File: config.mk
export PLATFORM = sky130hd
export DESIGN_NAME = fabric_config_loader
export DESIGN_NICKNAME = d
export VERILOG_FILES = /design/src/rtl/fabric_config_loader.sv
export SDC_FILE = /design/constraint.sdc
export NUM_CORES = 2
export LEC_CHECK = 0
export ABC_AREA = 1
export CAP_MARGIN = 20
export CORE_AREA = 2 2 342 344
export CTS_BUF_LIST = sky130_fd_sc_hd__clkbuf_8 sky130_fd_sc_hd__clkbuf_16
export DETAILED_ROUTE_END_ITERATION = 7
export DIE_AREA = 0 0 344 346
export PLACE_DENSITY_LB_ADDON = 0.05
export SYNTH_ARGS = -nofsm -noshare
export SYNTH_HDL_FRONTEND = slang
export SYNTH_SLANG_ARGS = --single-unit
File: constraint.sdc
create_clock -name clock -period 2.5 [get_ports clock]
set_input_delay 0.625 -clock clock [delete_from_list [all_inputs] [get_ports clock]]
set_output_delay 0.625 -clock clock [all_outputs]
set_load 0.02 [all_outputs]
File: src/rtl/fabric_config_loader.sv
// Bit-serial configuration loader: assembles a framed stream (header, payload, XOR checksum)
// into a shadow store and commits it to the flat configuration bus only when the checksum verifies.
module fabric_config_loader #(
  parameter int          NUM_WORDS = 23,
  parameter logic [15:0] MAGIC     = 16'hC0F6
) (
  input  logic                   clock,
  input  logic                   reset,
  input  logic                   cfg_en,
  input  logic                   cfg_bit,
  output logic [NUM_WORDS*32-1:0] config_bus,
  output logic                   cfg_done,
  output logic                   cfg_error,
  output logic                   busy
);

  localparam int BW = NUM_WORDS * 32;

  typedef enum logic [2:0] {
    S_IDLE, S_HEADER, S_PAYLOAD, S_CHECK, S_DONE, S_ERROR
  } state_t;

  state_t          state_q;
  logic [31:0]     shift_q;
  logic [4:0]      cnt_q;
  logic [7:0]      idx_q;
  logic [31:0]     csum_q;
  logic [BW-1:0]   shadow_q;
  logic [BW-1:0]   config_q;
  logic            done_q;
  logic            error_q;
  logic            busy_q;

  logic [31:0]     word_d;
  logic            word_done;
  logic            header_ok;

  // word_d is the word as it will look once the current bit is shifted in.
  assign word_d    = {shift_q[30:0], cfg_bit};
  assign word_done = cfg_en && (cnt_q == 5'd31);
  assign header_ok = (word_d[31:16] == MAGIC) && (word_d[7:0] == 8'(NUM_WORDS));

  assign config_bus = config_q;
  assign cfg_done   = done_q;
  assign cfg_error  = error_q;
  assign busy       = busy_q;

  always_ff @(posedge clock) begin
    if (reset) begin
      state_q  <= S_IDLE;
      shift_q  <= '0;
      cnt_q    <= '0;
      idx_q    <= '0;
      csum_q   <= '0;
      shadow_q <= '0;
      config_q <= '0;
      done_q   <= 1'b0;
      error_q  <= 1'b0;
      busy_q   <= 1'b0;
    end else begin
      if (cfg_en && state_q != S_ERROR) begin
        shift_q <= word_d;
        cnt_q   <= cnt_q + 5'd1;
      end
      case (state_q)
        S_IDLE, S_DONE: begin
          if (cfg_en) begin
            state_q <= S_HEADER;
            busy_q  <= 1'b1;
            done_q  <= 1'b0;
            csum_q  <= '0;
          end
        end
        S_HEADER: begin
          if (word_done) begin
            if (header_ok) begin
              state_q <= S_PAYLOAD;
              idx_q   <= '0;
            end else begin
              state_q <= S_ERROR;
              busy_q  <= 1'b0;
              error_q <= 1'b1;
            end
          end
        end
        S_PAYLOAD: begin
          if (word_done) begin
            shadow_q[{idx_q, 5'd0} +: 32] <= word_d;
            csum_q <= csum_q ^ word_d;
            idx_q  <= idx_q + 8'd1;
            if (idx_q == 8'(NUM_WORDS - 1)) state_q <= S_CHECK;
          end
        end
        S_CHECK: begin
          if (word_done) begin
            busy_q <= 1'b0;
            if (word_d == csum_q) begin
              state_q  <= S_DONE;
              config_q <= shadow_q;
              done_q   <= 1'b1;
            end else begin
              state_q <= S_ERROR;
              error_q <= 1'b1;
            end
          end
        end
        default: ;  // S_ERROR is left only through reset
      endcase
    end
  end

endmodule

* After elaboration in Yosys (flattened, before gate mapping)
Cells that the tools add are included.
W data, S select, Z words.
** Word-level totals
- Word-level logic and storage cells :: 84
- Bits in registers :: 1554
** Operators by class
- Equal/unequal tests :: 19
- Mux-type cells :: 30
- Shifts and indexed selects :: 2
- Bitwise logic cells :: 1
- Add/subtract/negate cells :: 3
- Reductions and logical operators :: 19
** Operators with widths (number)
- $bwmux W736 :: 1
- $shift A32 B15 Y736 const A :: 1
- $shiftx A32 B15 Y736 :: 1
- $mux W32 :: 2
- $pmux W32 S2 :: 1
- $eq A32 B32 Y1 :: 1
- $xor A32 B32 Y32 :: 1
- $mux W8 :: 3
- $mux W3 :: 6
- $ne A2 B2 Y1 const B :: 9
- $eq A16 B16 Y1 const B :: 1
- $eq A8 B5 Y1 const B :: 2
- $pmux W8 S2 :: 1
- $neg A13 Y15 :: 1
- $mux W1 :: 12
- $pmux W3 S4 :: 1
- $reduce_and A5 Y1 :: 2
- $add A8 B1 Y8 const B :: 1
- $reduce_and A4 Y1 :: 2
- $reduce_bool A2 Y1 :: 4
- $eq A3 B2 Y1 const B :: 2
- $reduce_and A3 Y1 :: 2
- $reduce_and A6 Y1 :: 1
- $add A5 B1 Y5 const B :: 1
- other kinds (12) :: 15

* Depth between registers and ports, before layout
- Depth in word-level cells :: 5
- Gate-level depth with buffers :: 15

* Worst setup path before layout
OpenSTA, ideal clock, no wires.
- Path kind :: input to register
- Start point :: input port cfg_bit
- End point :: register config_q[696], in the netlist config_bus[696]
- Cell stages on the path :: 12
- Arrival :: 2.162 ns
- Setup time :: 0.113 ns
- Slack :: 0.224 ns
- Path through :: clkbuf_1 -> xnor2_1 -> nand2_1 -> nor2_1 -> nand2_1 -> nor2_1 -> nand4_1 -> buf_2 -> buf_2 -> buf_1 -> nor2_1 -> nor2_1
** On the way
- Word-level cells in the longest chain between the ends :: 2
** Ends and longest elaborated chain
- start: declaration :: line 10 : input logic cfg_bit,
- $eq A32 B32 Y1 :: line 97 : if (word_d == csum_q) begin
- $reduce_and A3 Y1 (no line)
- end signal: assignment :: line 99 : config_q <= shadow_q;
- end: declaration :: line 29 : logic [BW-1:0] config_q;
Every way passes these cells.
A chain may end at the register's enable or synchronous reset.

* Worst setup path in the final report
- Start point :: register cnt_q[0]
- End point :: register shadow_q[114]
** On the way
- Word-level cells in the longest chain between the ends :: 3
** Ends and longest elaborated chain
- start: declaration :: line 25 : logic [4:0] cnt_q;
- start signal: assignment :: line 63 : cnt_q <= cnt_q + 5'd1;
- $eq A5 B5 Y1 :: line 40 : assign word_done = cfg_en && (cnt_q == 5'd31);
- $logic_and A1 B1 Y1 :: line 40
- $reduce_and A2 Y1 (no line)
- end signal: indexed assignment :: line 88 : shadow_q[{idx_q, 5'd0} +: 32] <= word_d;
- end: declaration :: line 28 : logic [BW-1:0] shadow_q;
Every way passes these cells.

==> results.txt <==
* Number of enable-type register cells in the synthesized netlist: 0
* Areal power density over the cells: 591.8 nW/µm²
* CP peak stage delay: between 0.3 and 0.4 ns
- At the later pin of the worst-skew pair, clock insertion delay measures roughly 0.78 ns.
- In this run the tool buffered the top-level ports with 742 buffer cells.
- Number of antenna violations at the first check in global routing: 8
* Slowest library cell on the worst path: sky130_fd_sc_hd__dfxtp_2
- The post-route netlist has 11.73% of its cells at a drive strength greater than 1.
* Crit path time final: 2.595 ns
- For this run, the number of Yosys warnings is 0.
* Cell total after placement: 11.96k
- Average detailed-routed wire length per instance: approximately 20 µm
- Full die area: 119,000 µm²
- Detailed routing inserted a total of 64.64k vias.
* Largest net degree at the start of global routing: 138
* Per-instance average area after synthesis: 6.576 µm²
* Sink count of the clock tree: 1,554
* Sequential cell area fraction in the yosys report: 48.57%
* CP bufs+invs: 7
* Clock network fraction of total power: 48.3%
* Area growth, synth to finish: 33.50%
- The H-tree was split into 4 levels.
- Kind of start point of the critical path: flop
* Summed instance area of the synthesized netlist: ~64,000 µm²
- Count of routing violations after the opening detailed-route iteration: about 6.8k
- Net switching is 22.26% of the power.
- Buffers inserted to repair hold after CTS numbered 0.
* Count of distinct cell types in the synthesized netlist: 36
- Summing all multi-input logic gate instances after layout gives 26,720 µm².
* Tightest slew margin relative to the limit: 43.85%
- Data required time of the critical path: around 3.2 ns
* Synth cell count leaders: 2,500 x sky130_fd_sc_hd__nor2_1, 2,495 x sky130_fd_sc_hd__nand2_1, 1,554 x sky130_fd_sc_hd__dfxtp_1
- In the synthesized netlist the dominant register cell turns out to be sky130_fd_sc_hd__dfxtp_1.
- Setup violations remaining at the end of the flow were counted as 167.
- Using the TritonRoute via totals, the vias-per-cell ratio works out to 5.231.
* Dominant delay contributor by cell family on the critical path: buffers and inverters
- The worst path uses 103.8% of the clock period.
- Post-layout nets: 10.72k
- First-pass GRT wire length: 340,900 µm
- In this run the static leakage power is 43.83 nW.
- VDD sags by at most roughly 0.64 mV.
* Gate count after technology mapping: 9,740
* Critical path, cell by cell: ha_4 -> inv_2 -> nor3_2 -> ha_2 -> nand2_4 -> nor2_4 -> buf_6 -> nand3_4 -> nor2_8 -> buf_4 -> buf_4 -> nand3_1 -> buf_6 -> clkinvlp_4 -> clkbuf_16 -> a21oi_1
- In this run the remaining antenna-violating nets after routing total 0.
* IO Pins: between 700 and 800
- The HPWL after detailed placement is 160,700 µm.
- Sorting the synthesized cells by area gives the leading types as sky130_fd_sc_hd__dfxtp_1 49%, sky130_fd_sc_hd__nor2_1 15%, sky130_fd_sc_hd__nand2_1 15%, sky130_fd_sc_hd__inv_1 7.8%, sky130_fd_sc_hd__o21ai_0 3.6%.
* Gr ovfl total: 0
- # rows: 125
* Post-Layout Cell Count: 12.36k
- Instance area after placement: 76,490 µm²
* Highest Clock Rate: 385.4 MHz
* Maximum fanout along the worst path: 11
- The die is 344 µm wide.
- Share of Yosys cell area claimed by the top area cell type: 48.57%
- Number of nets in the synthesized netlist: 9,749
* Max cap viols: 0
- After clock tree synthesis, the clock-pin slew on the worst setup and hold paths is 0.06 ns.
- Counting the fill cells in the layout gives roughly 9.3k.
* Final weighted congestion in routability-driven placement: 0.9788
* Register bit total from synthesis: 1,554
- Clock tree from TritonCTS: built
- Number of buffers added by the clock tree synthesis step: 159
- In the routed design, unresolved DRC markers number 0.
- Summed over all nets, the switching power comes to 11.26 mW.
- Root buffer cell: sky130_fd_sc_hd__clkbuf_16
- Sequential share of power: about half
- Maximum buffer depth of the clock tree: 3
- The core region is 115,400 µm².
- Registers take 31,120 µm².
- The first detailed-routing pass ran for 6 iterations.
* Final routed wirelength across all metal layers: 242,300 µm
* Gr usage total: 37.24%
* Via count of the first global-routing pass: 58.22k
* Initial core utilization: between 50% and 60%
* Crit path setup slack, layout: -0.09494 ns
- Critical path start-end classification: flop to flop
* Proportion of power drawn by combinational gates: 2.5%
- Most common cell in the synthesized netlist: sky130_fd_sc_hd__nor2_1
- Slew Limit Fails: 0
- Violated checks: setup timing
- Kind of path behind the tightest hold check: input port to flop
- Total power for the finished layout comes to 50.60 mW.
- The internal portion of the total power is 39.34 mW.
* Setup repair after global routing missed its margin: true
- Final design area excluding fillers: approximately 86,000 µm²
* Die Y: 346 µm
* Worst-case clock skew: 0.02275 ns
- At the placement stage, the worst setup path has a slack of -0.5011 ns.
- At the pin with the least slew margin, the transition time is 0.8423 ns.
* Post-synthesis cell type with the largest combined area: sky130_fd_sc_hd__dfxtp_1
* Run status: finished with violations
- Capturing element type of the critical path: flop
* Final hold vios: 0
- Data arrival time of the critical path: between 3 and 4 ns
- In the final timing run, aggregate negative setup slack is -5.553 ns.
- Counting flops with an async set or reset pin after synthesis yields a share of 0%.
-- repair_timing --
action                                  4_1_cts  5_1_grt
gates resized for setup                     139      445
endpoints found under the setup margin      921      819
cloned                                       11       61
setup buffers                                15       29
pin swaps                                    12       82
-- through the flow --
step | util (%) | hold slack, ns
floorplan | - | 0.4454
global placement | 66.26 | 0.4517
detailed placement | 66.27 | 0.4547
CTS | 71.48 | 0.1566
global route | 74.07 | 0.1856
finish | 74.08 | 0.1928
-- worst register-to-register path, cell delays in order (launching register included) --
cell and delay (ns):
sky130_fd_sc_hd__dfxtp_2 0.36, sky130_fd_sc_hd__ha_4 0.14, sky130_fd_sc_hd__inv_2 0.04, sky130_fd_sc_hd__nor3_2 0.11, sky130_fd_sc_hd__ha_2 0.27, sky130_fd_sc_hd__nand2_4 0.09, sky130_fd_sc_hd__nor2_4 0.09, sky130_fd_sc_hd__buf_6 0.12
sky130_fd_sc_hd__nand3_4 0.12, sky130_fd_sc_hd__nor2_8 0.20, sky130_fd_sc_hd__buf_4 0.15, sky130_fd_sc_hd__buf_4 0.10, sky130_fd_sc_hd__nand3_1 0.09, sky130_fd_sc_hd__buf_6 0.15, sky130_fd_sc_hd__clkinvlp_4 0.17, sky130_fd_sc_hd__clkbuf_16 0.22
sky130_fd_sc_hd__a21oi_1 0.07
-- cells by family (layout without fill, tap and decap cells) --
logic type	count (synthesis)	after routing	share of synthesized area [%]
xor+xnor	9	9	0.1231
simple gates	5422	5422	33.12
compound gates	799	799	6.259
buf+inv	1951	3040	11.83
fa+ha+maj	5	5	0.09768
other cells	0	5	0
flops	1554	1554	48.57
-- worst paths after layout --
| path | startpoint | to | slack, ns | cells past startpoint |
|---|---|---|---|---|
| setup / recovery | cnt_q[0] | shadow_q[114] | -0.09 | 16 |
| hold / removal | reset | csum_q[3] | 0.19 | 2 |
| setup reg to reg | cnt_q[0] | shadow_q[114] | -0.09 | 16 |
| hold reg to reg | busy | busy | 0.47 | 2 |
-- state kept, by name (all words and copies together), names as in the netlist --
register,flops
config_bus,736
cfg_done,1
shift_q,31
cnt_q,5
csum_q,32
state_q,3
idx_q,8
busy,1
cfg_error,1
shadow_q,736
-- cells in the final DEF (no fill, tap or decap), types with 66 or more instances in the layout --
master                               n
sky130_fd_sc_hd__nor2_1           2442
sky130_fd_sc_hd__nand2_1          2388
sky130_fd_sc_hd__dfxtp_1          1549
sky130_fd_sc_hd__inv_1            1345
sky130_fd_sc_hd__clkdlybuf4s50_1   698
sky130_fd_sc_hd__o21ai_0           419
sky130_fd_sc_hd__buf_4             408
sky130_fd_sc_hd__nand3_1           255
sky130_fd_sc_hd__a21oi_1           225
sky130_fd_sc_hd__clkbuf_16         206
sky130_fd_sc_hd__buf_12            136
sky130_fd_sc_hd__a21oi_2            66
-- per-layer routing --
metal  track usage [%]  routed length (µm)  vias to the layer above
met5                 0                   0                        -
met4             25.29               19390                        0
met3             6.730               22830                      778
met2             58.28              108100                     3224
met1             46.64               91930                    29760
li1                  -                   -                    30880
-- power groups by stage --
stage,Clock [mW],Combinational [mW],Sequential (mW)
3_3_place_gp,0,1.16,25.5
6_report,24.4,1.24,24.9
2_1_floorplan,0,0.696,25.5
4_1_cts,24.5,1.19,24.9
3_5_place_dp,0,1.18,25.5
5_1_grt,25.5,1.34,24.9
-- final cells by class --
| class | instances | share of cell area [%] |
|---|---|---|
| diodes | 5 | 0.01463 |
| clock buffers | 193 | 5.227 |
| clock inverters | 91 | 1.014 |
| inverters | 1365 | 6.128 |
| multi-input cells | 6235 | 31.25 |
| flip-flops and latches | 1554 | 36.39 |
| well taps | 1524 | 2.230 |
| repair buffers | 1387 | 17.69 |
| repair inverters | 4 | 0.04683 |
Power figures use the tool's default switching activity.
